==> config.mk <==
export PLATFORM = sky130hd
export DESIGN_NAME = max_pool_1_ctrl
export DESIGN_NICKNAME = d
export VERILOG_FILES = /design/src/rtl/max_pool_1_ctrl.sv
export SDC_FILE = /design/constraint.sdc
export NUM_CORES = 1
export LEC_CHECK = 0
export ABC_AREA = 1
export CORE_AREA = 3 3 156 158
export DETAILED_ROUTE_END_ITERATION = 6
export DIE_AREA = 0 0 159 161
export PLACE_DENSITY = 0.81
export SLEW_MARGIN = 20
export SYNTH_ARGS = -nofsm -noshare
export SYNTH_HDL_FRONTEND = slang
export SYNTH_SLANG_ARGS = --single-unit
==> constraint.sdc <==
create_clock -name clk -period 4.2 [get_ports clk]
set_clock_uncertainty 0.1 [all_clocks]
set_input_delay 0.84 -clock clk [delete_from_list [all_inputs] [get_ports clk]]
set_output_delay 0.84 -clock clk [all_outputs]
set_load 0.05 [all_outputs]
==> src/rtl/max_pool_1_ctrl.sv <==
// max_pool_1_ctrl
//   Sequencer for the first 2x2/stride-2 max-pool layer. On start it walks
//   every 2x2 window of a channel-major IN_W x IN_H x CHANNELS feature map,
//   reads the four samples from the source BRAM, folds them into a signed
//   maximum and writes one pooled word per window to the destination BRAM.
//
// Ports
//   clk, rst_n          clock, asynchronous active-low reset
//   start               begin a run (only honoured in IDLE)
//   src_base, dst_base  byte base addresses, latched at start, word aligned
//   busy, done          run in progress / one-cycle completion pulse
//   src_addr, src_en    source BRAM read port (data returns next cycle)
//   src_dout            source BRAM read data
//   dst_addr, dst_din   destination BRAM write address / data
//   dst_en, dst_we      destination enable / byte write enables
module max_pool_1_ctrl #(
   parameter int IN_W     = 32,
   parameter int IN_H     = 32,
   parameter int CHANNELS = 32
) (
   input  logic        clk,
   input  logic        rst_n,
   input  logic        start,
   input  logic [31:0] src_base,
   input  logic [31:0] dst_base,
   output logic        busy,
   output logic        done,
   output logic [31:0] src_addr,
   output logic        src_en,
   input  logic [31:0] src_dout,
   output logic [31:0] dst_addr,
   output logic [31:0] dst_din,
   output logic        dst_en,
   output logic [3:0]  dst_we
);

   localparam int OUT_W = IN_W / 2;
   localparam int OUT_H = IN_H / 2;
   localparam int XW    = (OUT_W > 1) ? $clog2(OUT_W) : 1;
   localparam int YW    = (OUT_H > 1) ? $clog2(OUT_H) : 1;
   localparam int CW    = (CHANNELS > 1) ? $clog2(CHANNELS) : 1;

   localparam logic [XW-1:0] X_LAST = XW'(OUT_W - 1);
   localparam logic [YW-1:0] Y_LAST = YW'(OUT_H - 1);
   localparam logic [CW-1:0] C_LAST = CW'(CHANNELS - 1);

   // Byte distance from the top-left sample to the one directly below it.
   localparam logic [31:0] ROW_B  = 32'(4 * IN_W);
   // Top-left pointer step when x' wraps: the last window of a row pair sits
   // two columns before the row end, so +8 lands on the odd row and a further
   // row skip reaches the next even row (or the next channel's row 0).
   localparam logic [31:0] WRAP_B = 32'(4 * IN_W + 8);

   if (IN_W < 2 || (IN_W % 2) != 0 || IN_H < 2 || (IN_H % 2) != 0 || CHANNELS < 1)
   begin : g_param_err
      $error("max_pool_1_ctrl: IN_W/IN_H must be even and >= 2, CHANNELS >= 1");
   end

   typedef enum logic [2:0] {
      S_IDLE,
      S_READ,
      S_DRAIN,
      S_WRITE,
      S_DONE
   } state_t;

   state_t          state, state_nx;
   logic [1:0]      k;
   logic [XW-1:0]   xc;
   logic [YW-1:0]   yc;
   logic [CW-1:0]   cc;
   logic            last_win;
   logic [31:0]     win_ptr;
   logic [31:0]     dst_ptr;
   logic [31:0]     rd_addr;
   logic [31:0]     acc;
   logic            smp_vld;
   logic            smp_first;
   logic [31:0]     src_addr_q;
   logic [31:0]     dst_addr_q;
   logic [31:0]     dst_din_q;

   assign last_win = (xc == X_LAST) && (yc == Y_LAST) && (cc == C_LAST);

   // ------------------------------------------------------------------ FSM
   always_ff @(posedge clk or negedge rst_n) begin
      if (!rst_n) state <= S_IDLE;
      else        state <= state_nx;
   end

   always_comb begin
      state_nx = state;
      case (state)
         S_IDLE:  if (start) state_nx = S_READ;
         S_READ:  if (k == 2'd3) state_nx = S_DRAIN;
         S_DRAIN: state_nx = S_WRITE;
         S_WRITE: state_nx = last_win ? S_DONE : S_READ;
         S_DONE:  state_nx = S_IDLE;
         default: state_nx = S_IDLE;
      endcase
   end

   // Sample k of the current window: (0,0) (0,1) (1,0) (1,1) relative to top-left.
   always_comb begin
      rd_addr = win_ptr;
      case (k)
         2'd0: rd_addr = win_ptr;
         2'd1: rd_addr = win_ptr + 32'd4;
         2'd2: rd_addr = win_ptr + ROW_B;
         2'd3: rd_addr = win_ptr + ROW_B + 32'd4;
         default: rd_addr = win_ptr;
      endcase
   end

   // ------------------------------------------- window counters / pointers
   always_ff @(posedge clk or negedge rst_n) begin
      if (!rst_n) begin
         k       <= '0;
         xc      <= '0;
         yc      <= '0;
         cc      <= '0;
         win_ptr <= '0;
         dst_ptr <= '0;
      end else begin
         case (state)
            S_IDLE: begin
               if (start) begin
                  win_ptr <= src_base & 32'hFFFF_FFFC;
                  dst_ptr <= dst_base & 32'hFFFF_FFFC;
                  k       <= '0;
                  xc      <= '0;
                  yc      <= '0;
                  cc      <= '0;
               end
            end
            S_READ: k <= k + 2'd1;
            S_WRITE: begin
               dst_ptr <= dst_ptr + 32'd4;
               if (xc == X_LAST) begin
                  xc      <= '0;
                  win_ptr <= win_ptr + WRAP_B;
                  if (yc == Y_LAST) begin
                     yc <= '0;
                     cc <= (cc == C_LAST) ? '0 : cc + 1'b1;
                  end else begin
                     yc <= yc + 1'b1;
                  end
               end else begin
                  xc      <= xc + 1'b1;
                  win_ptr <= win_ptr + 32'd8;
               end
            end
            default: ;
         endcase
      end
   end

   // ------------------------------------------------------ max accumulator
   // Read data trails src_en by one cycle, so the sample-valid flags are a
   // one-cycle delayed copy of the read issue.
   always_ff @(posedge clk or negedge rst_n) begin
      if (!rst_n) begin
         smp_vld   <= 1'b0;
         smp_first <= 1'b0;
         acc       <= '0;
      end else begin
         smp_vld   <= (state == S_READ);
         smp_first <= (state == S_READ) && (k == 2'd0);
         if (smp_vld && (smp_first || ($signed(src_dout) > $signed(acc))))
            acc <= src_dout;
      end
   end

   // ----------------------------------------------- output hold registers
   always_ff @(posedge clk or negedge rst_n) begin
      if (!rst_n) begin
         src_addr_q <= '0;
         dst_addr_q <= '0;
         dst_din_q  <= '0;
      end else begin
         if (state == S_READ) src_addr_q <= rd_addr;
         if (state == S_WRITE) begin
            dst_addr_q <= dst_ptr;
            dst_din_q  <= acc;
         end
      end
   end

   // Outputs decode from the state register so reset clears them at once.
   assign src_en   = (state == S_READ);
   assign src_addr = src_en ? rd_addr : src_addr_q;
   assign dst_en   = (state == S_WRITE);
   assign dst_we   = {4{dst_en}};
   assign dst_addr = dst_en ? dst_ptr : dst_addr_q;
   assign dst_din  = dst_en ? acc : dst_din_q;
   assign busy     = (state == S_READ) || (state == S_DRAIN) || (state == S_WRITE);
   assign done     = (state == S_DONE);

endmodule

==> results of run 1 <==
## state kept, by name, indices dropped and copies added (netlist names)
| register | cells |
|---|---|
| acc | 32 |
| cc | 5 |
| dst_addr_q | 32 |
| dst_din_q | 32 |
| dst_ptr | 30 |
| k | 2 |
| smp_first | 1 |
| smp_vld | 1 |
| src_addr_q | 32 |
| state | 3 |
| win_ptr | 30 |
| xc | 4 |
| yc | 4 |
## layout by cell type, fill, tap and decap left out, drive strengths merged, types with 6 or more instances in the layout
| master | n |
|---|---|
| o22ai | 18 |
| o21ai | 134 |
| nor2 | 152 |
| inv | 173 |
| a21oi | 89 |
| o211ai | 28 |
| nand3 | 165 |
| buf | 132 |
| dfrtp | 208 |
| o21a | 6 |
| clkbuf | 27 |
| xor2 | 14 |
| nand4 | 15 |
| clkdlybuf4s50 | 120 |
| nand2 | 522 |
| a31oi | 15 |
| nor3 | 27 |
| ha | 46 |
## worst paths after layout
check | depth (start not counted) | endpoint | slack, ps
max in group asynchronous | 2 | win_ptr[21] | 2890
min in group clk | 2 | acc[22] | 370
hold / removal | 1 | cc[0] | 250
setup / recovery | 16 | src_addr[29] | 140
hold reg to reg | 2 | acc[22] | 370
setup reg to reg | 9 | dst_ptr[18] | 820
## routing by layer
metal / vias to the layer above / share of wire (%) / global-route usage [%]
li1: 6095 / - / -
met1: 5986 / 41 / 40.3
met2: 588 / 46 / 49.1
met3: 100 / 9.1 / 7.00
met4: 2 / 4.0 / 11.6
met5: - / 0.023 / 0
## final cells by class
class,instances,share of cell area [%]
Clock inverter,10,1.17
Inverter,174,3.99
Tap cell,319,2.42
Sequential cell,208,31.7
Clock buffer,27,3.77
Timing Repair Buffer,252,17.2
Multi-Input combinational cell,1268,39.7
Antenna cell,1,0.0152
## metrics by stage
step / util [%] / TNS [ps] / cell area, um^2
3_5_place_dp: 66.1 / 0 / 15400
4_1_cts: 69.8 / 0 / 16200
6_report: 70.9 / 0 / 16500
2_1_floorplan: - / 0 / 12700
5_1_grt: 70.9 / -60.1 / 16500
3_3_place_gp: 66.1 / 0 / 15400
## kinds of logic (layout without fill, tap and decap cells)
group,count (synthesis),count (layout)
AOI/OAI and AO/OA,313,313
xor gates and xnor gates,14,14
adders and majority gates,46,46
buffers and inverters,253,463
DFF,208,208
muxes,4,4
other,0,1
and+or+nand+nor,891,891
## what timing repair did
action | CTS | global route
resized for setup | 9 | 38
endpoints found under the setup margin | 26 | 18
cloned | 0 | 0
hold buffers | 0 | 0
pin swaps | 1 | 10
buffers inserted | 1 | 21
## power by group through the flow
stage          Clock, mW  Sequential, mW  Combinational, mW
5_1_grt             2.33            2.35               2.10
3_5_place_dp           0            2.36               1.93
6_report            2.22            2.33               1.96
2_1_floorplan          0            2.34               1.16
4_1_cts             2.25            2.33               1.94
3_3_place_gp           0            2.35               1.89
==> results.rst, run 1 <==
.. list-table::
   :header-rows: 1

   * - Metric
     - Value
   * - Via total after detailed routing
     - roughly 13000
   * - Headroom to the max-slew limit
     - roughly a third
   * - Number of vias per cell
     - 5.65
   * - Die Width
     - between 150 and 200 um
   * - Placeable core area
     - roughly 23000 um^2
   * - Number of antenna violations at the first check in global routing
     - 2
   * - Warning count from the yosys run
     - 0
   * - CTS tree
     - yes
   * - IO Port Bufs
     - around 200
   * - Latest clock arrival within the worst-skew pair
     - about 530 ps
   * - Share of post-route cells with drive strength above 1
     - between 10% and 20%
   * - Number of register bits inferred by synthesis
     - roughly 210
   * - Routed wirelength normalized by instance count
     - between 15 and 20 um
   * - Worst path bufs/invs
     - 2
   * - Max Transition Viols Final
     - 0
   * - Post-Place Cells
     - 2200
   * - Post-synth EDFFs
     - 0
   * - Startpoint of the most critical register-to-register path
     - state[1]
   * - Fin nets
     - 2073
   * - Share of the synthesized area in compound gates (AO/OA/AOI/OAI)
     - between 10 and 15%
   * - Drt pass-1 iters
     - 6
   * - Floorplan row count
     - 56
   * - Worst hold slack
     - about 250 ps
   * - Starting density of the core
     - a little over half
   * - Final setup margin
     - 140 ps
   * - Share of synthesized flip-flops with an asynchronous set or reset
     - 100%
   * - Sink Count
     - roughly 210
   * - Main combinational cell family by area after synthesis
     - simple AND/OR/NAND/NOR gates
   * - Origin of the worst setup path
     - win_ptr[8]
   * - Root Driver
     - sky130_fd_sc_hd__clkbuf_16
   * - Clock Power Share
     - 34.1%
   * - Area taken by flip-flops and latches
     - about 5200 um^2
   * - Most used standard cell by instance count after synthesis
     - sky130_fd_sc_hd__nand2_1
   * - Startpoint class of the critical path
     - flop
   * - Post-synthesis share of cell area spent on full adders, half adders and majority gates
     - 4.55%
   * - Sw frac
     - approximately a third
   * - Buffer depth of the longest clock path
     - 3
   * - Cell with the biggest individual delay on the critical path
     - sky130_fd_sc_hd__dfrtp_2
   * - Count of nets left with antenna violations after detail routing
     - 0
   * - Post-detail-place hpwl
     - roughly 28 mm
   * - Non-filler cells in the finished layout
     - ~2300
   * - Hold WC Path Type
     - input pin to async pin
   * - Total gr overflow
     - 0
   * - Crit-path max cell delay
     - roughly 400 ps
   * - Cells along the critical path
     - buf_4 -> nand2_1 -> nor2_2 -> nand2_2 -> nor2_4 -> nand3_1 -> nand3_1 -> nand2_1 -> nor2_1 -> nand2_2 -> nor2_2 -> nand2_1 -> nand2_1 -> nand3_1 -> a21oi_2 -> buf_12
   * - Clock transition at the register clock pins on the worst setup and hold paths after CTS
     - approximately 60 ps
   * - Die ar.
     - ~26000 um^2
   * - Static leakage
     - approximately 8 nW
   * - Leading area contributor after synthesis
     - sky130_fd_sc_hd__dfrtp_1
   * - Area share of xor/xnor cells in the synthesized design
     - less than 1%
   * - GRT Util Overall
     - between 30 and 40%
   * - Synth Cell Area
     - about 13000 um^2
   * - Switching power total
     - approximately 2.2 mW
   * - Synth Area per Inst
     - about 7.3 um^2
   * - Category of the critical setup timing path
     - flop to primary output
   * - Endpoint class of the critical path
     - primary output
   * - Number of primary I/O pins
     - ~200
   * - Worst slack at placement
     - 325 ps
   * - Area share of the largest cell type after synthesis
     - just over 40%
   * - Final total power
     - approximately 6.5 mW
   * - Number of global-route vias before repair
     - roughly 13000
   * - Number of nets produced by synthesis
     - around 1900
   * - Post-synthesis simple-gate area fraction
     - a little under a third
   * - Footprint of the multi-input gates
     - 6550 um^2
   * - Routed wire length
     - a little under 40 mm
   * - DRC violations left
     - 0
   * - Depth of the CTS H-tree
     - 1
   * - CP max FO
     - 6
   * - Pin count of the biggest net entering global routing
     - 104
   * - Mux share of post-synthesis cell area
     - less than 1%
   * - Cell Int Power
     - approximately 4.3 mW
   * - Post-synth top flop
     - sky130_fd_sc_hd__dfrtp_1
   * - Synth-to-Final Area Change
     - 30.3%
   * - Wire length of the first global-routing pass
     - roughly 64 mm
   * - Number of DRC violations after detailed-routing iteration 0
     - 1032
   * - Final setup violation count
     - 0
   * - Share of synthesized area occupied by flip-flops and latches
     - 41.1%
   * - Sequential share of power
     - 35.8%
   * - Power density cells
     - just under 400 nW/um^2
   * - Clock buffers created by TritonCTS
     - 24
   * - Result of the run
     - complete, no violations
   * - Number of max-capacitance violations reported
     - 0
   * - Combinational group share of total power
     - a little under a third
   * - Setup repair after global routing missed its margin
     - true
   * - Portion of the clock cycle consumed by the worst path in the final layout
     - 96.7%
   * - Req. time, crit path
     - roughly 3300 ps
   * - WP data arrival
     - 3120 ps
   * - Cell variety after synth
     - 50
   * - Fillers
     - 1862
   * - Number of instances in the synthesized netlist
     - ~1700
   * - Transition time at the pin with the least slew margin
     - roughly 1000 ps
   * - Max rail drop VDD
     - 0.000421 V
   * - Kind of cell with the highest combined delay on the critical path
     - simple AND/OR/NAND/NOR gates
   * - Leading post-synthesis cells by cell area
     - sky130_fd_sc_hd__dfrtp_1, sky130_fd_sc_hd__nand2_1, sky130_fd_sc_hd__nand3_1, sky130_fd_sc_hd__inv_1, sky130_fd_sc_hd__o21ai_0
   * - Final number of hold-violating endpoints
     - 0
   * - Vertical die dimension
     - 161 um
   * - Top cells by count, synth
     - sky130_fd_sc_hd__nand2_1, sky130_fd_sc_hd__dfrtp_1, sky130_fd_sc_hd__inv_1, sky130_fd_sc_hd__nand3_1, sky130_fd_sc_hd__nor2_1
   * - Highest clock frequency the design can meet
     - between 0.2 and 0.25 GHz
   * - Placer Congestion
     - approximately 0.95
   * - Min Tclk post-route
     - roughly 4000 ps
   * - Most common cell on crit path
     - sky130_fd_sc_hd__nand2_1
(Power assumes the default switching activity.)
==> run 2: changes to the inputs <==
ABC_AREA = default   (was 1)
CORE_AREA = 5 5 155 157   (was 3 3 156 158)
DIE_AREA = 0 0 160 162   (was 0 0 159 161)
==> run 2 against run 1 <==
Combinational power rose to 5.0 times the previous value. Highest routed layer unchanged. Global-route usage decreased by 2.7 points. Register-to-register slack worse by 260 ps. Sequential power rose by 55%. The flow now finishes with violations (negative setup slack). Critical path type unchanged. First-iteration DRC count rose by 11%. Critical path depth shrank 6. Synthesized cell count is 19% lower. Sequential cell count unchanged.
==> results.rst, run 2 <==
.. list-table::
   :header-rows: 1

   * - Metric
     - Value
   * - Result of the run
     - complete, but fails checks
   * - Violated checks
     - negative setup slack
   * - Buffer depth of the longest clock path
     - 3 (unchanged)
   * - Root Driver
     - sky130_fd_sc_hd__clkbuf_16
   * - Die Width
     - 160 um (+0.63%)
   * - Startpoint of the most critical register-to-register path
     - xc[0]
   * - Portion of the clock cycle consumed by the worst path in the final layout
     - 106% (+9.0 points)
   * - Reg2reg setup slack
     - 560 ps (-260 ps)
   * - Number of cells on the worst reg-to-reg path
     - 12 (+3)
   * - Cells along the critical path
     - ha_4 -> nand3_2 -> or4_1 -> o211a_2 -> or4_4 -> o21ai_4 -> a221oi_1 -> o311ai_1 -> o21a_1 -> buf_12
   * - Final setup margin
     - -240 ps (-379 ps)
   * - Final instance area
     - 16500 um^2 (-0.19%)
   * - Fillers
     - 1540 (-17%)
   * - IO Port Bufs
     - 198 (unchanged)
   * - Share of post-route cells with drive strength above 1
     - 19.6% (+4.8 points)
   * - Origin of the worst setup path
     - k[1]
   * - Synth-to-Final Area Change
     - 35.4%
   * - Depth of the CTS H-tree
     - 1 (unchanged)
   * - Highest clock frequency the design can meet
     - 0.225 GHz (-8.5%)
   * - Critical path destination
     - src_addr[20]
   * - Latest clock arrival within the worst-skew pair
     - 540 ps (about the same)
   * - Routed wirelength normalized by instance count
     - 19.5 um (+11%)
   * - Cell count along the critical path
     - 10 (-6)
   * - Setup repair after global routing missed its margin
     - true
   * - Area share of xor/xnor cells in the synthesized design
     - 3.09% (+2.1 points)
   * - Pin count of the biggest net entering global routing
     - 95 (-8.7%)
   * - Area share of the largest cell type after synthesis
     - 42.8% (+1.7 points)
   * - Share of the synthesized area in compound gates (AO/OA/AOI/OAI)
     - 18.3% (+4.2 points)
   * - Category of the critical setup timing path
     - flop to primary output
   * - Worst path bufs/invs
     - 1 (-1)
   * - Number of primary I/O pins
     - 203 (unchanged)
   * - Mux share of post-synthesis cell area
     - 3.23% (+2.9 points)
   * - Static leakage
     - 7.18 nW (-8.4%)
   * - Floorplan row count
     - 55 (-1.8%)
   * - Vertical die dimension
     - 162 um (+0.62%)
   * - Share of synthesized area occupied by flip-flops and latches
     - 42.8% (+1.7 points)
   * - Final total power
     - 15.7 mW (+140%)
   * - Main combinational cell family by area after synthesis
     - simple AND/OR/NAND/NOR gates
   * - Synth Area per Inst
     - 8.72 um^2 (+19%)
   * - Post-DP Area
     - 14900 um^2 (-2.9%)
   * - Number of antenna violations at the first check in global routing
     - 1 (-1)
   * - CP max FO
     - 7 (+1)
   * - Starting density of the core
     - 54.4% (about the same)
   * - Post-synthesis simple-gate area fraction
     - 22.6% (-8.3 points)
   * - Post-synthesis share of cell area spent on full adders, half adders and majority gates
     - 4.73% (+0.19 points)
   * - Post-synth top flop
     - sky130_fd_sc_hd__dfrtp_1
   * - Most frequent cells in the layout
     - sky130_fd_sc_hd__nand2_1, sky130_fd_sc_hd__dfrtp_1, sky130_fd_sc_hd__clkdlybuf4s50_1
   * - DRC violations left
     - 0 (unchanged)
   * - Kind of cell with the highest combined delay on the critical path
     - simple AND/OR/NAND/NOR gates
   * - Placer Congestion
     - 0.951 (-0.29%)
   * - Most frequent standard cell in the layout excluding fill and tap cells
     - sky130_fd_sc_hd__nand2_1
   * - Headroom to the max-slew limit
     - 46.3% (+13 points)
   * - Max rail drop VDD
     - 0.000660 V (+57%)
   * - Req. time, crit path
     - 3260 ps (about the same)
   * - Leading post-synthesis cells by cell area
     - sky130_fd_sc_hd__dfrtp_1, sky130_fd_sc_hd__nand2_1, sky130_fd_sc_hd__o21ai_0, sky130_fd_sc_hd__ha_1, sky130_fd_sc_hd__nor2_1
   * - Crit-path max cell delay
     - 620 ps (+210 ps)
   * - WP data arrival
     - 3500 ps (+380 ps)
   * - Cell variety after synth
     - 79 (+58%)
   * - Synth Cell Area
     - 12200 um^2 (-3.9%)
   * - Clock buffers created by TritonCTS
     - 24 (unchanged)
   * - Worst r2r dst
     - win_ptr[29]
   * - GRT Util Overall
     - 27.8% (-2.7 points)
   * - Number of register bits inferred by synthesis
     - 208 (unchanged)
   * - Post-synth EDFFs
     - 0 (unchanged)
   * - Drt pass-1 iters
     - 6 (unchanged)
   * - Share of synthesized flip-flops with an asynchronous set or reset
     - 100% (unchanged)
   * - Warning count from the yosys run
     - 0 (unchanged)
   * - Hold WC Path Type
     - input pin to async pin
   * - Number of global-route vias before repair
     - 11527 (-8.0%)
   * - Total gr overflow
     - 0 (unchanged)
   * - Via total after detailed routing
     - 11750 (-8.0%)
   * - Worst hold slack
     - 260 ps (+6.95 ps)
   * - Post-detail-place hpwl
     - 26.2 mm (-7.0%)
   * - Number of max-capacitance violations reported
     - 0 (unchanged)
   * - Number of instances in the synthesized netlist
     - 1394 (-19%)
   * - Transition time at the pin with the least slew margin
     - 805 ps (-198 ps)
   * - Die ar.
     - 25900 um^2 (+1.3%)
   * - Max Transition Viols Final
     - 0 (unchanged)
   * - Sink Count
     - 208 (unchanged)
   * - Most used standard cell by instance count after synthesis
     - sky130_fd_sc_hd__nand2_1
   * - Diode insertion count for antenna repair
     - 0 (-1)
   * - Startpoint class of the critical path
     - flop
   * - Placeable core area
     - 22400 um^2 (-3.9%)
   * - Number of DRC violations after detailed-routing iteration 0
     - 1144 (+11%)
   * - Top cells by count, synth
     - sky130_fd_sc_hd__nand2_1, sky130_fd_sc_hd__dfrtp_1, sky130_fd_sc_hd__o21ai_0, sky130_fd_sc_hd__nor2_1, sky130_fd_sc_hd__clkbuf_1
   * - Cell with the biggest individual delay on the critical path
     - sky130_fd_sc_hd__or4_4
   * - Min Tclk post-route
     - 4440 ps (+379 ps)
   * - Final number of hold-violating endpoints
     - 0 (unchanged)
   * - Fin nets
     - 1781 (-14%)
   * - Power density cells
     - 954 nW/um^2 (+140%)
   * - CTS tree
     - yes
   * - Leading area contributor after synthesis
     - sky130_fd_sc_hd__dfrtp_1
   * - Routed wire length
     - 37.9 mm (-4.5%)
   * - Wire length of the first global-routing pass
     - 59.5 mm (-7.4%)
   * - Number of vias per cell
     - 6.06 (+7.2%)
   * - Count of nets left with antenna violations after detail routing
     - 0 (unchanged)
   * - Final setup violation count
     - 17 (+17)
   * - Clock transition at the register clock pins on the worst setup and hold paths after CTS
     - 60 ps (about the same)
   * - Number of nets produced by synthesis
     - 1539 (-18%)
   * - Endpoint class of the critical path
     - primary output
-- run 2: power by group --
part	switching, mW	internal (mW)	total (mW)
sequential	0.700	2.91	3.61
clock	0.867	1.41	2.28
combinational	6.00	3.81	9.81
-- run 2: worst reg2reg max path: stages (launching register included) --
cell,delay (ps)
sky130_fd_sc_hd__dfrtp_1,430
sky130_fd_sc_hd__ha_1,260
sky130_fd_sc_hd__nand3_1,140
sky130_fd_sc_hd__inv_1,100
sky130_fd_sc_hd__ha_1,360
sky130_fd_sc_hd__a41oi_1,220
sky130_fd_sc_hd__nor3_1,370
sky130_fd_sc_hd__nand4_1,240
sky130_fd_sc_hd__nor3_1,560
sky130_fd_sc_hd__nand2_1,180
sky130_fd_sc_hd__o21ai_0,190
sky130_fd_sc_hd__a21oi_1,100
sky130_fd_sc_hd__a311oi_1,280
-- run 2: worst min path at each step --
stage | startpoint | to | slack (ps) | depth (start not counted)
global route | rst_n | dst_din_q[8] | 320 | 1
detailed placement | dst_addr_q[2] | dst_addr_q[2] | 360 | 2
CTS | rst_n | dst_din_q[8] | 300 | 1
global placement | dst_addr_q[2] | dst_addr_q[2] | 350 | 2
finish | rst_n | dst_din_q[8] | 260 | 1
floorplan | cc[3] | cc[3] | 340 | 1
-- run 2: stage by stage --
step           TNS, ps  setup slack (ps)  cells  util (%)
2_1_floorplan        0              10.0   1394         -
3_3_place_gp         0               148   1855      66.8
3_5_place_dp         0              84.7   1855      66.8
4_1_cts          -1410              -174   1916      72.0
5_1_grt          -3660              -327   1939      73.6
6_report         -2080              -240   1939      73.6
-- run 2: kinds of logic (layout without fill, tap and decap cells) --
| group | count (synthesis) | in the layout |
|---|---|---|
| and+or+nand+nor | 568 | 568 |
| muxes | 35 | 35 |
| adders and majority gates | 46 | 46 |
| AOI/OAI and AO/OA | 342 | 342 |
| DFF | 208 | 208 |
| xor gates and xnor gates | 42 | 42 |
| buffers and inverters | 153 | 413 |
-- run 2: what timing repair did --
item                                    4_1_cts  5_1_grt
hold buffers                                  0        0
endpoints found under the setup margin       18       23
setup buffers                                17       23
gates resized for setup                      38       38
pin swaps                                    22       24
-- run 2: per-layer routing --
metal | global-route usage (%) | share of wire, %
met5 | 0 | 0.053
met4 | 10.9 | 4.2
met3 | 4.64 | 7.7
met2 | 46.5 | 48
met1 | 36.2 | 40
-- run 2: final cells by class --
cell class / count / area [um^2] / area share (%)
Multi-Input combinational cell: 1033 / 6640 / 40.3
Sequential cell: 208 / 5220 / 31.7
Timing Repair Buffer: 309 / 3140 / 19.1
Clock buffer: 34 / 698 / 4.24
Tap cell: 285 / 357 / 2.17
Inverter: 60 / 225 / 1.37
Clock inverter: 10 / 178 / 1.08
==> run 3: changes to the inputs <==
CAP_MARGIN = 25   (was default)
CTS_BUF_LIST = sky130_fd_sc_hd__clkbuf_2 sky130_fd_sc_hd__clkbuf_4 sky130_fd_sc_hd__clkbuf_8   (was default)
SLEW_MARGIN = default   (was 20)
==> run 3 against run 2 <==
First-iteration DRC count decreased by 15%. Setup slack better by 25 ps. The run still ends with negative setup slack left. Critical path type unchanged. Highest routed layer unchanged. Sequential power barely moved. Worst hold slack better by 4.4 ps. Via count shrank 0.39%. Non-clock buffer count down 5. Largest cell class unchanged.
==> results.rst, run 3 (same netlist as run 2, synthesis figures left out) <==
.. list-table::
   :header-rows: 1

   * - Metric
     - Value
   * - Result of the run
     - complete, but fails checks
   * - Violated checks
     - negative setup slack
   * - Number of global-route vias before repair
     - 11739 (+1.8%)
   * - Post-DP Area
     - 14900 um^2 (unchanged)
   * - CTS tree
     - yes
   * - Sw frac
     - 48.7% (+0.51 points)
   * - Hold buffer count at cts
     - 0 (unchanged)
   * - Clock Power Share
     - 13.4% (-1.1 points)
   * - Final setup violation count
     - 14 (-3)
   * - Sequential share of power
     - 23.4% (+0.4 points)
   * - Vertical die dimension
     - 162 um (unchanged)
   * - Setup repair after global routing missed its margin
     - true
   * - Die ar.
     - 25900 um^2 (unchanged)
   * - Latest clock arrival within the worst-skew pair
     - 550 ps (about the same)
   * - Max Transition Viols Final
     - 0 (unchanged)
   * - Via total after detailed routing
     - 11704 (-0.39%)
   * - Fin nets
     - 1790 (+0.51%)
   * - Placer Congestion
     - 0.951 (unchanged)
   * - DRC violations left
     - 0 (unchanged)
   * - Sink Count
     - 208 (unchanged)
   * - Startpoint class of the critical path
     - flop
   * - Final setup margin
     - -215 ps (+24.9 ps)
   * - Req. time, crit path
     - 3260 ps (about the same)
   * - Clock transition at the register clock pins on the worst setup and hold paths after CTS
     - 60 ps (about the same)
   * - Placeable core area
     - 22400 um^2 (unchanged)
   * - Endpoint class of the critical path
     - primary output
   * - Finished Core Util
     - 73.1% (-0.49 points)
   * - Category of the critical setup timing path
     - flop to primary output
   * - Number of antenna violations at the first check in global routing
     - 1 (unchanged)
   * - Static leakage
     - 7.17 nW (-0.23%)
   * - IO Port Bufs
     - 198 (unchanged)
   * - GRT Util Overall
     - 27.9% (+0.13 points)
   * - Transition time at the pin with the least slew margin
     - 810 ps (+4.76 ps)
   * - Cell Int Power
     - 7.93 mW (-2.6%)
   * - Number of vias per cell
     - 5.98 (-1.4%)
   * - Floorplan row count
     - 55 (unchanged)
   * - CP max FO
     - 7 (unchanged)
   * - Final instance area
     - 16300 um^2 (-0.66%)
   * - Power density cells
     - 946 nW/um^2 (-0.93%)
   * - Headroom to the max-slew limit
     - 46.0% (-0.32 points)
   * - Root Driver
     - sky130_fd_sc_hd__clkbuf_8
   * - Switching power total
     - 7.53 mW (-0.53%)
   * - Max rail drop VDD
     - 0.000684 V (+3.6%)
   * - Most frequent standard cell in the layout excluding fill and tap cells
     - sky130_fd_sc_hd__nand2_1
   * - Highest clock frequency the design can meet
     - 0.226 GHz (+0.56%)
   * - Die Width
     - 160 um (unchanged)
   * - Total gr overflow
     - 0 (unchanged)
   * - Pin count of the biggest net entering global routing
     - 95 (unchanged)
   * - Combinational group share of total power
     - 63.2% (+0.7 points)
   * - Portion of the clock cycle consumed by the worst path in the final layout
     - 105% (-0.59 points)
   * - Synth-to-Final Area Change
     - 34.5%
   * - Hold WC Path Type
     - input pin to async pin
   * - Routed wirelength normalized by instance count
     - 19.0 um (-2.6%)
   * - WP data arrival
     - 3480 ps (-20 ps)
   * - Most frequent cells in the layout
     - sky130_fd_sc_hd__nand2_1, sky130_fd_sc_hd__dfrtp_1, sky130_fd_sc_hd__clkdlybuf4s50_1
   * - Clock buffers created by TritonCTS
     - 38 (+58%)
   * - Worst hold slack
     - 264 ps (+4.39 ps)
   * - Routed wire length
     - 37.3 mm (-1.6%)
   * - Setup total negative slack
     - -1570 ps (+509 ps)
   * - Buffer depth of the longest clock path
     - 3 (unchanged)
   * - Number of primary I/O pins
     - 203 (unchanged)
   * - Share of post-route cells with drive strength above 1
     - 20.6% (+1.0 points)
   * - Final number of hold-violating endpoints
     - 0 (unchanged)
   * - Count of nets left with antenna violations after detail routing
     - 0 (unchanged)
   * - Wire length of the first global-routing pass
     - 59.8 mm (+0.52%)
   * - Number of DRC violations after detailed-routing iteration 0
     - 974 (-15%)
   * - Drt pass-1 iters
     - 5 (-1)
   * - Depth of the CTS H-tree
     - 2 (+1)
   * - Diode insertion count for antenna repair
     - 0 (unchanged)
   * - Number of max-capacitance violations reported
     - 0 (unchanged)
   * - Post-detail-place hpwl
     - 26.2 mm (unchanged)
   * - Min Tclk post-route
     - 4420 ps (-24.9 ps)
   * - Starting density of the core
     - 54.4% (unchanged)
[run 3: changes by cell type in the layout (fill, tap and decap cells not counted), moves of 2 or more]
| cell | previous run | this run |
|---|---|---|
| sky130_fd_sc_hd__buf_4 | 117 | 112 |
| sky130_fd_sc_hd__a221oi_1 | 7 | 9 |
| sky130_fd_sc_hd__clkbuf_16 | 24 | 0 |
| sky130_fd_sc_hd__clkbuf_4 | 0 | 14 |
| sky130_fd_sc_hd__clkbuf_8 | 7 | 48 |
| sky130_fd_sc_hd__clkbuf_1 | 4 | 0 |
| sky130_fd_sc_hd__a221oi_2 | 2 | 0 |
| sky130_fd_sc_hd__bufinv_16 | 4 | 1 |
[run 3: routing by layer]
layer | GRT usage [%] | vias up | routed length, um | part of all wire, %
met5 | 0 | - | 13 | 0.035
met4 | 11.9 | 2 | 1420 | 3.8
met3 | 4.92 | 120 | 2940 | 7.9
met2 | 46.8 | 539 | 18100 | 49
met1 | 35.8 | 5539 | 14800 | 40
li1 | - | 5504 | - | -
[run 3: area by class of cell]
class	instances	area, um^2
Clock buffer	61	752
Clock inverter	7	72.6
Fill cell	1590	6020
Inverter	60	225
Multi-Input combinational cell	1033	6610
Sequential cell	208	5220
Tap cell	285	357
Timing Repair Buffer	304	3110
[run 3: power by group through the flow]
| stage | Sequential, mW | Combinational (mW) | Clock [mW] |
|---|---|---|---|
| final | 3.61 | 9.77 | 2.07 |
| after global routing | 3.72 | 10.4 | 2.22 |
| after CTS | 3.59 | 9.55 | 2.11 |
| after detailed placement | 3.60 | 9.25 | 0 |
| after global placement | 3.55 | 9.09 | 0 |
| after floorplan | 3.33 | 6.04 | 0 |
[run 3: metrics by stage]
stage	power, mW	setup WS, ps	std cells
detailed placement	12.9	84.7	1855
floorplan	9.36	10.0	1394
CTS	15.2	-190	1940
global route	16.3	-323	1958
global placement	12.6	148	1855
finish	15.5	-215	1958
[run 3: what timing repair did]
action,4_1_cts,5_1_grt
endpoints found under the setup margin,18,23
pin swaps,24,21
buffers inserted,17,18
gates resized for setup,39,36
hold endpoints to repair,0,0
[run 3: final timing paths]
check / cells after the start / end / start / slack [ps]
worst min-delay path: 1 / dst_din_q[8] / rst_n / 260
max in group asynchronous: 2 / src_addr_q[13] / rst_n / 2780
worst max-delay path: 10 / src_addr[23] / k[1] / -220
min in group clk: 2 / dst_addr_q[2] / dst_addr_q[2] / 370
worst min register to register: 2 / dst_addr_q[2] / dst_addr_q[2] / 370
worst max register to register: 12 / win_ptr[29] / xc[0] / 770
[run 3: worst max-delay path: stages, from the launching register on]
cell	delay [ps]
sky130_fd_sc_hd__dfrtp_1	400
sky130_fd_sc_hd__ha_4	220
sky130_fd_sc_hd__nand3_1	110
sky130_fd_sc_hd__or4_1	420
sky130_fd_sc_hd__o211a_2	160
sky130_fd_sc_hd__or4_4	610
sky130_fd_sc_hd__nor3_2	160
sky130_fd_sc_hd__xor2_1	180
sky130_fd_sc_hd__a221oi_1	120
sky130_fd_sc_hd__o31ai_2	360
sky130_fd_sc_hd__buf_12	190
==> variant 1: new RTL, config.mk and constraints of run 3 <==
Remove the case item `2'd2` of the case on `k`.
--- a/src/rtl/max_pool_1_ctrl.sv
+++ b/src/rtl/max_pool_1_ctrl.sv
@@ -107,5 +107,4 @@
          2'd0: rd_addr = win_ptr;
          2'd1: rd_addr = win_ptr + 32'd4;
-         2'd2: rd_addr = win_ptr + ROW_B;
          2'd3: rd_addr = win_ptr + ROW_B + 32'd4;
          default: rd_addr = win_ptr;
Check against the original RTL: not equivalent (Yosys sat finds a counterexample within 4 cycles, from zero or initial values and one cycle with rst_n low).
==> variant 1 against run 3 <==
- design area down 9.2%
- critical path depth down 2
- wire length fell by 3.4%
- power fell by 14%
- non-clock buffer count down 69
- sequential cell count is the same
- synthesized cell count is 4.5% lower
- worst setup slack gained 0.34 ns
- area after synthesis down 5.2%
- global-route usage shrank 0.86 points
- sequential share of layout area increased by 3.1 points
- clock power shrank 4%
- critical path type unchanged
- critical endpoint is now src_addr[17]
- largest cell class unchanged
- highest routed layer unchanged
==> variant 1: results (changes against run 3) <==
* DP HPWL at 24820 µm (was 26170 µm)
* Comb_multi_in at 970 (was 1033)
* Share of the synthesized area in the top cell type at 45.18% (was 42.82%)
* Non-clock buffer count at 235 (was 304)
* Compound-Gate Fraction of Synth Area at 20.38% (was 18.33%)
* Fin nets at 1645 (was 1790)
* Syn Nets at 1473 (was 1539)
* Total CTS buffers at 36 (was 38)
* Number of library cell types mapped by synthesis at 74 (was 79)
* GRT Total Usage at 27.03% (was 27.89%)
* Non-clock buffers, area share at 17.33% (was 19.01%)
* Register area at 5205 µm² (was 5219 µm²)
* Mux cell area share after synthesis at 0.3584% (was 3.232%)
* Maximum VDD drop at 725.3 µV (was 683.6 µV)
* Synth Area in XOR/XNOR at 0.3801% (was 3.088%)
* Post-Syn Instances at 1331 (was 1394)
* First-pass GRT wire length at 58610 µm (was 59780 µm)
* R2r endpoint: acc[31] (was win_ptr[29])
* Worst slack at placement at 0.2173 ns (was 0.08466 ns)
* Area Growth Syn to Fin at 28.81% (was 34.46%)
* Synth area leaders: dfrtp_1 (45%), nand2_1 (6.8%), ha_1 (4.7%) (was dfrtp_1 (43%), nand2_1 (7.4%), o21ai_0 (4.9%))
* Routed length per placed instance at 19.85 µm (was 19.04 µm)
* Post-DP Area at 14040 µm² (was 14930 µm²)
* Clk network pwr share at 14.9% (was 13.4%)
* Inverters at 52 (was 60)
* R2R Setup Slk at 1.07 ns (was 0.77 ns)
* Register area share after synthesis at 45.18% (was 42.82%)
* DP Cell Count at 1749 (was 1855)
* Fill cell total of the finished layout at 1721 (was 1590)
* Leakage power at 6.594 nW (was 7.166 nW)
* FF-to-FF Start: acc[23] (was xc[0])
* Fraction of area in multi-input gates at 38.66% (was 40.46%)
* Drt first pass iters at 6 (was 5)
* Sw Share at 49.47% (was 48.71%)
* CP peak stage delay at 0.56 ns (was 0.61 ns)
* Layout cells sized above 1 at 13.22% (was 20.62%)
* Routability cong. at 0.9437 (was 0.9511)
* Hold Slack at 0.2735 ns (was 0.2639 ns)
* Cell family with most CP delay: compound AO/OA/AOI/OAI gates (was simple AND/OR/NAND/NOR gates)
* Outcome: complete, no violations (was complete, but fails checks)
* Reg2Reg Depth at 9 (was 12)
* Slowest-stage cell, CP: dlygate4sd2_1 (was or4_4)
## variant 1: changes by cell type in the layout (fill, tap and decap cells not counted), sizes merged, moves of 25 or more
| cell | change |
|---|---|
| and3 | +29 |
| buf | -46 |
| clkdlybuf4s50 | -28 |
| mux2 | -33 |
| nand2 | -30 |
| nor2 | -25 |
| o211ai | +29 |
| xnor2 | -26 |
## variant 1: worst max path at each step
stage                            start      endpoint  slack, ns
final                       win_ptr[4]  src_addr[17]       0.12
after global routing        win_ptr[4]   src_addr[7]      0.004
after detailed placement  src_dout[23]       acc[31]       0.22
after floorplan               state[1]  src_addr[24]       0.23
after global placement    src_dout[23]       acc[31]       0.26
after CTS                   win_ptr[2]  src_addr[24]      0.003
## variant 1: metal layers
metal | share of wire (%) | global-route usage (%)
met5 | 0.050 | 0
met4 | 2.4 | 7.978
met3 | 9.1 | 5.278
met2 | 47 | 44.22
met1 | 42 | 36.83
## variant 1: what timing repair did
action,CTS,global route
setup endpoints to repair,7,11
pin swaps,0,0
gates resized for setup,7,9
==> variant 2: new RTL, config.mk and constraints of run 3 <==
Without the edit above. Set the parameter `CHANNELS` to 64 (it was 32).
--- a/src/rtl/max_pool_1_ctrl.sv
+++ b/src/rtl/max_pool_1_ctrl.sv
@@ -17,5 +17,5 @@
    parameter int IN_W     = 32,
    parameter int IN_H     = 32,
-   parameter int CHANNELS = 32
+   parameter int CHANNELS = 64
 ) (
    input  logic        clk,
Function: no difference found for any inputs over 4 cycles, from zero or initial values and one cycle with rst_n low; that may be too few to reach the edited logic, so the function may still have changed.
==> variant 2 against run 3 <==
- the flow still finishes with violations (negative setup slack)
- via count grew 1.4%
- power decreased by 2.0%
- worst setup slack worse by 0.0083 ns
- sequential cell count increased by 1
- design area decreased by 0.51%
- area after synthesis fell by 0.94%
- combinational power is 0.8% lower
- wire length increased by 2.5%
==> variant 2: results (changes against run 3) <==
* Routed wl met2 at 18220 µm (was 18100 µm)
* Commonest cells post-synth: nand2_1 (236), dfrtp_1 (209), o21ai_0 (116) (was nand2_1 (240), dfrtp_1 (208), o21ai_0 (120))
* Total CTS buffers at 37 (was 38)
* M2 GR Usage at 47.40% (was 46.82%)
* DP HPWL at 26690 µm (was 26170 µm)
* Drt first pass iters at 6 (was 5)
* Synth Flop Type: dfrtp_1 (unchanged)
* Number of library cell types mapped by synthesis at 73 (was 79)
* Slew @ Worst Pin at 0.8280 ns (was 0.8097 ns)
* Met3 WL post-DR at 3218 µm (was 2938 µm)
* Clock-pin transition on the worst setup and hold timing paths at 0.06 ns (about the same)
* Async set-reset flop share out of synthesis at 100.0% (unchanged)
* Post-DP Area at 14770 µm² (was 14930 µm²)
* Share of the synthesized area in the top cell type at 43.43% (was 42.82%)
* Initial antenna violation count at 2 (was 1)
* Post-CTS Setup Bufs at 15 (was 17)
* Failing checks: negative setup slack (unchanged)
* GR Layer Usage met3 at 5.278% (was 4.923%)
* Synth area leaders: dfrtp_1 (43%), nand2_1 (7.4%), o21ai_0 (4.8%) (was dfrtp_1 (43%), nand2_1 (7.4%), o21ai_0 (4.9%))
* Largest net degree at the start of global routing at 87 (was 95)
* Vias at 11.87k (was 11.70k)
* Post_cts resized at 51 (was 39)
* CP peak stage delay at 0.45 ns (was 0.61 ns)
* Layout cells sized above 1 at 21.44% (was 20.62%)
* Routed length per placed instance at 19.58 µm (was 19.04 µm)
* Syn Nets at 1544 (was 1539)
* Clock Tree Root: clkbuf_8 (unchanged)
* Top Layer Used: met4 (was met5)
* # H-tree levels at 2 (unchanged)
* Cell family with most CP delay: compound AO/OA/AOI/OAI gates (was simple AND/OR/NAND/NOR gates)
* Maximum VDD drop at 577.9 µV (was 683.6 µV)
* First-pass GRT wire length at 60810 µm (was 59780 µm)
* Leakage power at 7.062 nW (was 7.166 nW)
* Final setup fails at 10 (was 14)
* Met1 Resource Use GR at 36.65% (was 35.78%)
* Slowest-stage cell, CP: dfrtp_2 (was or4_4)
* Sw Share at 49.74% (was 48.71%)
* Worst EP arrival at 3.48 ns (about the same)
* Routability cong. at 0.9425 (was 0.9511)
* Wl on met1 at 15200 µm (was 14810 µm)
* Fin nets at 1786 (was 1790)
* GRT Total Usage at 28.53% (was 27.89%)
* Register area share after synthesis at 43.43% (was 42.82%)
* Final setup margin at -0.2234 ns (was -0.2150 ns)
* Worst skew pair latency at 0.54 ns
* IO Port Bufs at 198 (unchanged)
* Drt initial violations at 1175 (was 974)
* Largest fanout on the critical path at 4 (was 7)
* Outcome: complete, but fails checks (unchanged)
[variant 2: logic make-up (layout without fill, tap and decap cells)]
logic type,Yosys count,after routing,share of synthesized area [%]
adders and majority gates,45,45,4.675
muxes,35,35,3.252
other,0,2,0
AOI/OAI and AO/OA,360,360,19.05
xor gates and xnor gates,43,43,3.127
and+or+nand+nor,553,553,21.33
buffers and inverters,155,420,5.132
DFF,209,209,43.43
[variant 2: per-stage QoR]
stage	instances	setup slack, ns	TNS [ns]
3_5_place_dp	1860	0.1309	0
2_1_floorplan	1400	-0.02537	-0.02537
6_report	1952	-0.2234	-1.160
5_1_grt	1952	-0.3228	-2.971
4_1_cts	1937	-0.2076	-1.092
3_3_place_gp	1860	0.1727	0
[variant 2: power by group through the flow]
stage               Combinational [W]  Sequential [W]  Clock, W
global route                   0.0103         0.00364   0.00206
floorplan                     0.00598         0.00330         0
global placement              0.00899         0.00347         0
detailed placement            0.00915         0.00353         0
CTS                           0.00944         0.00351   0.00196
finish                        0.00969         0.00354   0.00192
[variant 2: final timing paths]
path	from	depth (start not counted)	endpoint	slack, ns
min	rst_n	1	acc[4]	0.25
max reg2reg	xc[0]	11	win_ptr[31]	0.88
max	win_ptr[9]	11	src_addr[30]	-0.22
min reg2reg	dst_addr_q[3]	2	dst_addr_q[3]	0.38
max in group asynchronous	rst_n	2	cc[0]	2.84
min in group clk	dst_addr_q[3]	2	dst_addr_q[3]	0.38
[variant 2: final cells by class]
class	count	area (µm²)
clock inverters	5	35.03
multi-input cells	1036	6726
repair buffers	300	2974
flip-flops and latches	209	5238
diodes	2	5.005
well taps	285	356.6
clock buffers	57	709.4
fillers	1585	6103
inverters	58	217.7
